**config.mk**
```make
export PLATFORM = sky130hd
export DESIGN_NAME = rv32i_register_file
export DESIGN_NICKNAME = d
export VERILOG_FILES = /design/src/rtl/rv_pkg.sv /design/src/rtl/regfile_read_port.sv /design/src/rtl/rv32i_register_file.sv
export SDC_FILE = /design/constraint.sdc
export NUM_CORES = 2
export LEC_CHECK = 0
export CAP_MARGIN = 20
export CELL_PAD_IN_SITES_DETAIL_PLACEMENT = 1
export CELL_PAD_IN_SITES_GLOBAL_PLACEMENT = 2
export CORE_MARGIN = 5
export CORE_UTILIZATION = 35
export CTS_BUF_LIST = sky130_fd_sc_hd__clkbuf_8 sky130_fd_sc_hd__clkbuf_16
export CTS_CLUSTER_DIAMETER = 50
export DETAILED_ROUTE_END_ITERATION = 10
export GPL_TIMING_DRIVEN = 0
export PLACE_DENSITY = 0.68
export SYNTH_ARGS = -nofsm -noshare
export SYNTH_HDL_FRONTEND = slang
export SYNTH_SLANG_ARGS = --single-unit
```
**constraint.sdc**
```tcl
create_clock -name clk -period 4.1 [get_ports clk]
set_input_delay 0.82 -clock clk [delete_from_list [all_inputs] [get_ports clk]]
set_output_delay 0.82 -clock clk [all_outputs]
set_load 0.1 [all_outputs]
```
**src/rtl/rv_pkg.sv**
```systemverilog
// Shared RV32I datapath definitions: data/address widths, the x0 address
// and the common word/register-address types.
package rv_pkg;

   localparam int XLEN   = 32;
   localparam int REG_AW = 5;

   localparam logic [REG_AW-1:0] REG_ZERO = 5'd0;

   typedef logic [XLEN-1:0]   word_t;
   typedef logic [REG_AW-1:0] reg_addr_t;

endpackage : rv_pkg

```
**src/rtl/regfile_read_port.sv**
```systemverilog
// One combinational read port of the RV32I register file.
// Selects the addressed register, forces x0 to zero and, when the
// REGFILE_BYPASS_EN macro is defined, forwards same-cycle write data
// (write-first). Without the macro it returns stored state only.
module regfile_read_port
   import rv_pkg::*;
#(
   parameter int XLEN  = rv_pkg::XLEN,
   parameter int NREGS = 32,
   parameter int AW    = rv_pkg::REG_AW
) (
   input  logic [XLEN-1:0] regs_i [NREGS],
   input  logic [AW-1:0]   addr_i,
   input  logic            we_i,
   input  logic            reset_i,
   input  logic [AW-1:0]   waddr_i,
   input  logic [XLEN-1:0] wdata_i,
   output logic [XLEN-1:0] rdata_o
);

   localparam logic [AW-1:0] ADDR_ZERO = AW'(REG_ZERO);

`ifdef REGFILE_BYPASS_EN
   logic bypass_s;

   // A write that will actually land this edge on the same address wins.
   always_comb begin
      bypass_s = we_i && !reset_i && (waddr_i != ADDR_ZERO) && (waddr_i == addr_i);
   end
`else
   // Write-port signals only matter to the forwarding path.
   logic unused_wport_s;
   assign unused_wport_s = ^{we_i, reset_i, waddr_i, wdata_i};
`endif

   // Read mux: x0 is always zero, otherwise forwarded or stored data.
   always_comb begin
      rdata_o = {XLEN{1'b0}};
      if (addr_i == ADDR_ZERO) begin
         rdata_o = {XLEN{1'b0}};
`ifdef REGFILE_BYPASS_EN
      end else if (bypass_s) begin
         rdata_o = wdata_i;
`endif
      end else begin
         rdata_o = regs_i[addr_i];
      end
   end

endmodule : regfile_read_port

```
**src/rtl/rv32i_register_file.sv**
```systemverilog
// RV32I architectural register file: NREGS x XLEN, two combinational read
// ports and one clocked write port; x0 is hardwired to zero. Synchronous
// active-high reset clears every register and overrides a concurrent write.
// Optional feature: define REGFILE_BYPASS_EN for write-first read ports.
module rv32i_register_file
#(
   parameter int XLEN  = rv_pkg::XLEN,
   parameter int NREGS = 32,
   parameter int AW    = rv_pkg::REG_AW
) (
   input  logic            clk,
   input  logic            reset,
   input  logic            we3,
   input  logic [AW-1:0]   a1,
   input  logic [AW-1:0]   a2,
   input  logic [AW-1:0]   a3,
   input  logic [XLEN-1:0] wd3,
   output logic [XLEN-1:0] rd1,
   output logic [XLEN-1:0] rd2
);

   import rv_pkg::*;

   localparam logic [AW-1:0] ADDR_ZERO = AW'(REG_ZERO);

   logic [XLEN-1:0] regs_q [NREGS];
   logic [XLEN-1:0] regs_d [NREGS];

   // Next state: the addressed register takes wd3; x0 writes are dropped.
   always_comb begin
      for (int i = 0; i < NREGS; i++) begin
         regs_d[i] = regs_q[i];
      end
      if (we3 && (a3 != ADDR_ZERO)) begin
         regs_d[a3] = wd3;
      end else begin
         regs_d[a3] = regs_q[a3];
      end
   end

   // Register storage; reset has priority over any pending write.
   always_ff @(posedge clk) begin
      for (int i = 0; i < NREGS; i++) begin
         if (reset) begin
            regs_q[i] <= {XLEN{1'b0}};
         end else begin
            regs_q[i] <= regs_d[i];
         end
      end
   end

   regfile_read_port #(
      .XLEN  (XLEN),
      .NREGS (NREGS),
      .AW    (AW)
   ) u_read_port1 (
      .regs_i  (regs_q),
      .addr_i  (a1),
      .we_i    (we3),
      .reset_i (reset),
      .waddr_i (a3),
      .wdata_i (wd3),
      .rdata_o (rd1)
   );

   regfile_read_port #(
      .XLEN  (XLEN),
      .NREGS (NREGS),
      .AW    (AW)
   ) u_read_port2 (
      .regs_i  (regs_q),
      .addr_i  (a2),
      .we_i    (we3),
      .reset_i (reset),
      .waddr_i (a3),
      .wdata_i (wd3),
      .rdata_o (rd2)
   );

endmodule : rv32i_register_file

```
==> flow_metrics.tcl <==
set metrics [dict create \
    largest_register "regs_q" \
    nets 6460 \
    cap_violations 0 \
    grt_overflow 0 \
    numCtsBuffers 171 \
    via_count 64470 \
    cp_data_required_time_ps 4830 \
    cp-end-kind "flop" \
    tightest_slew_ps 1277 \
    die_area_sq_um 184700 \
    synth_cell_types 44 \
    skew_ps 37.79 \
    p_leak_nw 28.01 \
    timing.slew.headroom 0.1485 \
    largest_reg_flops 1024 \
    dpl.hpwl_um 363400 \
    grt_pass1_vias 61270 \
    design_area_sq_um 75830 \
    io_buffers 105 \
    hold_viol_final 0 \
    cts-root-buf "clkbuf_16" \
    netlist_instances 6065 \
    rsz0062_at_grt "true" \
    crit_family "buffers and inverters" \
    h-tree-depth 4 \
    clockBufferDepth 3 \
    synth.top_cell.area_share 0.3324 \
    syn_to_final_growth_pct 22.94 \
    syn_nets 6115 \
    routedWlPerCell_um 50.16 \
    multi_input_comb_area_sq_um 38870 \
    synth_commonest_cells "nor2_1, dfxtp_1, a221o_1, mux2i_1, clkbuf_1" \
    holdWs_ps 503.6 \
    drv_slew 0 \
    syn-cell-area_sq_um 61680 \
    synth_edf_count 0 \
    async_flop_share 0 \
    drt-initial-drc-count 9315 \
    seq_area_frac_synth 0.3324 \
    reg_top3 "regs_q: 1024 flops" \
    wl_um 446800 \
    arrival_ps 5050 \
    chipHeight_um 429.8 \
    synth-seq-cells 1024 \
    violations "negative setup slack" \
    drive_gt1_frac 0.2307 \
    path_buf_inv 5 \
    cts_tree "done" \
    ir_worst_vdd_mv 0.3688 \
    yosys_warnings 0 \
    synthTopCellsByArea "dfxtp_1, a221o_1, mux4_2, mux2i_1, nor2_1" \
    cp-start-kind "input port" \
    grt_first_pass_wirelength_um 578000 \
    fill_cells 19050 \
    row_count 154 \
    synthAdderAreaFrac 0 \
    layout.cells.non_filler 8909 \
    avgSynthCellArea_sq_um 10.17 \
    yosys.area.top_type "dfxtp_1" \
    seqCellArea_sq_um 20500 \
    dpl-instance-area_sq_um 66930 \
    path_class "input port to flop" \
    pre_cts_ws_ps -3337 \
    synth_top_family_by_area "multiplexers" \
    die_w_um 429.8 \
    clk_pin_slew_ps 60 \
    postCtsHoldBufs 0 \
    routabilityCongestion 1.033 \
    coreArea_sq_um 175700 \
    path_cells "clkdlybuf4s50_1 > clkbuf_2 > nand4bb_1 > clkbuf_1 > buf_2 > o22ai_1 > nor4_1 > nand2_1 > buf_6 > a221o_1" \
    grt_antenna_before_repair 18 \
    worstSkewPairLatency_ps 870 \
    cts_sinks 1024 \
    synthSimpleGateAreaFrac 0.1013 \
    synth-main-ff-cell "dfxtp_1" \
    cp_max_fo 10 \
    track_usage 0.4628 \
    fin_ws_ps -220.9 \
    clock.fmax_mhz 231.4 \
    outcome "finished, violations left" \
    yosysMostFrequentCell "nor2_1" \
    ios 114 \
    crit_path_max_incr_delay_ps 710 \
    synth_compound_area_frac 0.2296 \
    setup_viol 369 \
    initial_utilization 0.3510 \
    routed_via_density 7.237 \
    fin_crit_ps 4321 \
    ant_nets 0 \
    powerDensity_nw_per_um2 395.5 \
    drc 0 \
    hp-class "flop to flop" \
    dr.pass1.iters 8 \
    slowest_stage "clkbuf_1" \
    dp_cells 8553 \
    synthXorXnorAreaFrac 0 \
    min_period_over_period 1.054 \
    post_synth_mux_area_share 0.2724 \
    grt_max_degree 17 \
]
==> path summary, 6_finish.rpt <==
| check | from | endpoint | slack [ps] | cells past startpoint |
|---|---|---|---|---|
| max | a3[2] | regs_q[580] | -220 | 10 |
| min | regs_q[1014] | regs_q[1014] | 500 | 1 |
| min reg2reg | regs_q[1014] | regs_q[1014] | 500 | 1 |
| max reg2reg | regs_q[900] | regs_q[580] | 1090 | 6 |
==> power breakdown <==
part | leakage, nW | switching [mW] | internal, mW | total [mW]
registers | 8.25 | 0.0924 | 10.0 | 10.1
clock network | 2.97 | 6.17 | 9.55 | 15.7
logic | 16.8 | 3.06 | 1.09 | 4.15
==> cell families after synthesis <==
kind of cell | after synthesis
AO/OA/AOI/OAI | 1620
AND/OR/NAND/NOR | 1455
multiplexers | 1142
buffers and inverters | 824
flip-flops | 1024
==> repair_timing <==
action,CTS,global route
endpoints found under the hold margin,0,0
gates cloned,1,0
setup buffers,11,18
pin swaps,27,9
setup endpoints to repair,317,117
gates resized for setup,1007,72
==> layout make-up <==
cell class                      count  area share
Antenna cell                       15   0.0004950
Buffer                            816     0.06970
Clock buffer                      193     0.06087
Clock inverter                    124     0.01896
Multi-Input combinational cell   4217      0.5126
Sequential cell                  1024      0.2704
Tap cell                         2340     0.03861
Timing Repair Buffer              180     0.02840
==> layer usage <==
layer | vias to the layer above | global-route usage | share of wire
li1 | 24930 | - | -
met1 | 33530 | 0.5451 | 0.37
met2 | 4697 | 0.6599 | 0.41
met3 | 1311 | 0.1187 | 0.094
met4 | 10 | 0.4835 | 0.13
met5 | - | 0.01067 | 0.00046
==> cells in the final DEF, fill, tap and decap left out, drive strengths merged, types with 18 or more instances in the layout <==
cell type      instances
a221o                992
mux4                 426
nand2b                35
a21oi                 78
nand2                156
buf                  444
clkdlybuf4s50         38
o221ai                32
inv                   35
nor2                1041
clkinv                42
a221oi                32
bufinv                22
nor2b                 76
nor4                  97
dfxtp               1024
a211oi                72
a21boi                18
clkinvlp              25
a22oi                 61
clkbuf               701
mux2                  32
mux2i                684
o22ai                319
==> metrics by stage <==
step,TNS (ps),utilization,power [mW]
after global placement,-1127040,0.3761,13.85
after CTS,-40.53,0.4288,29.66
after global routing,-67.02,0.4313,30.27
final,-31370,0.4315,29.99
after floorplan,-14820,-,12.14
after detailed placement,-912670,0.3809,13.96
Note: power is estimated with default switching activity, not from simulation.
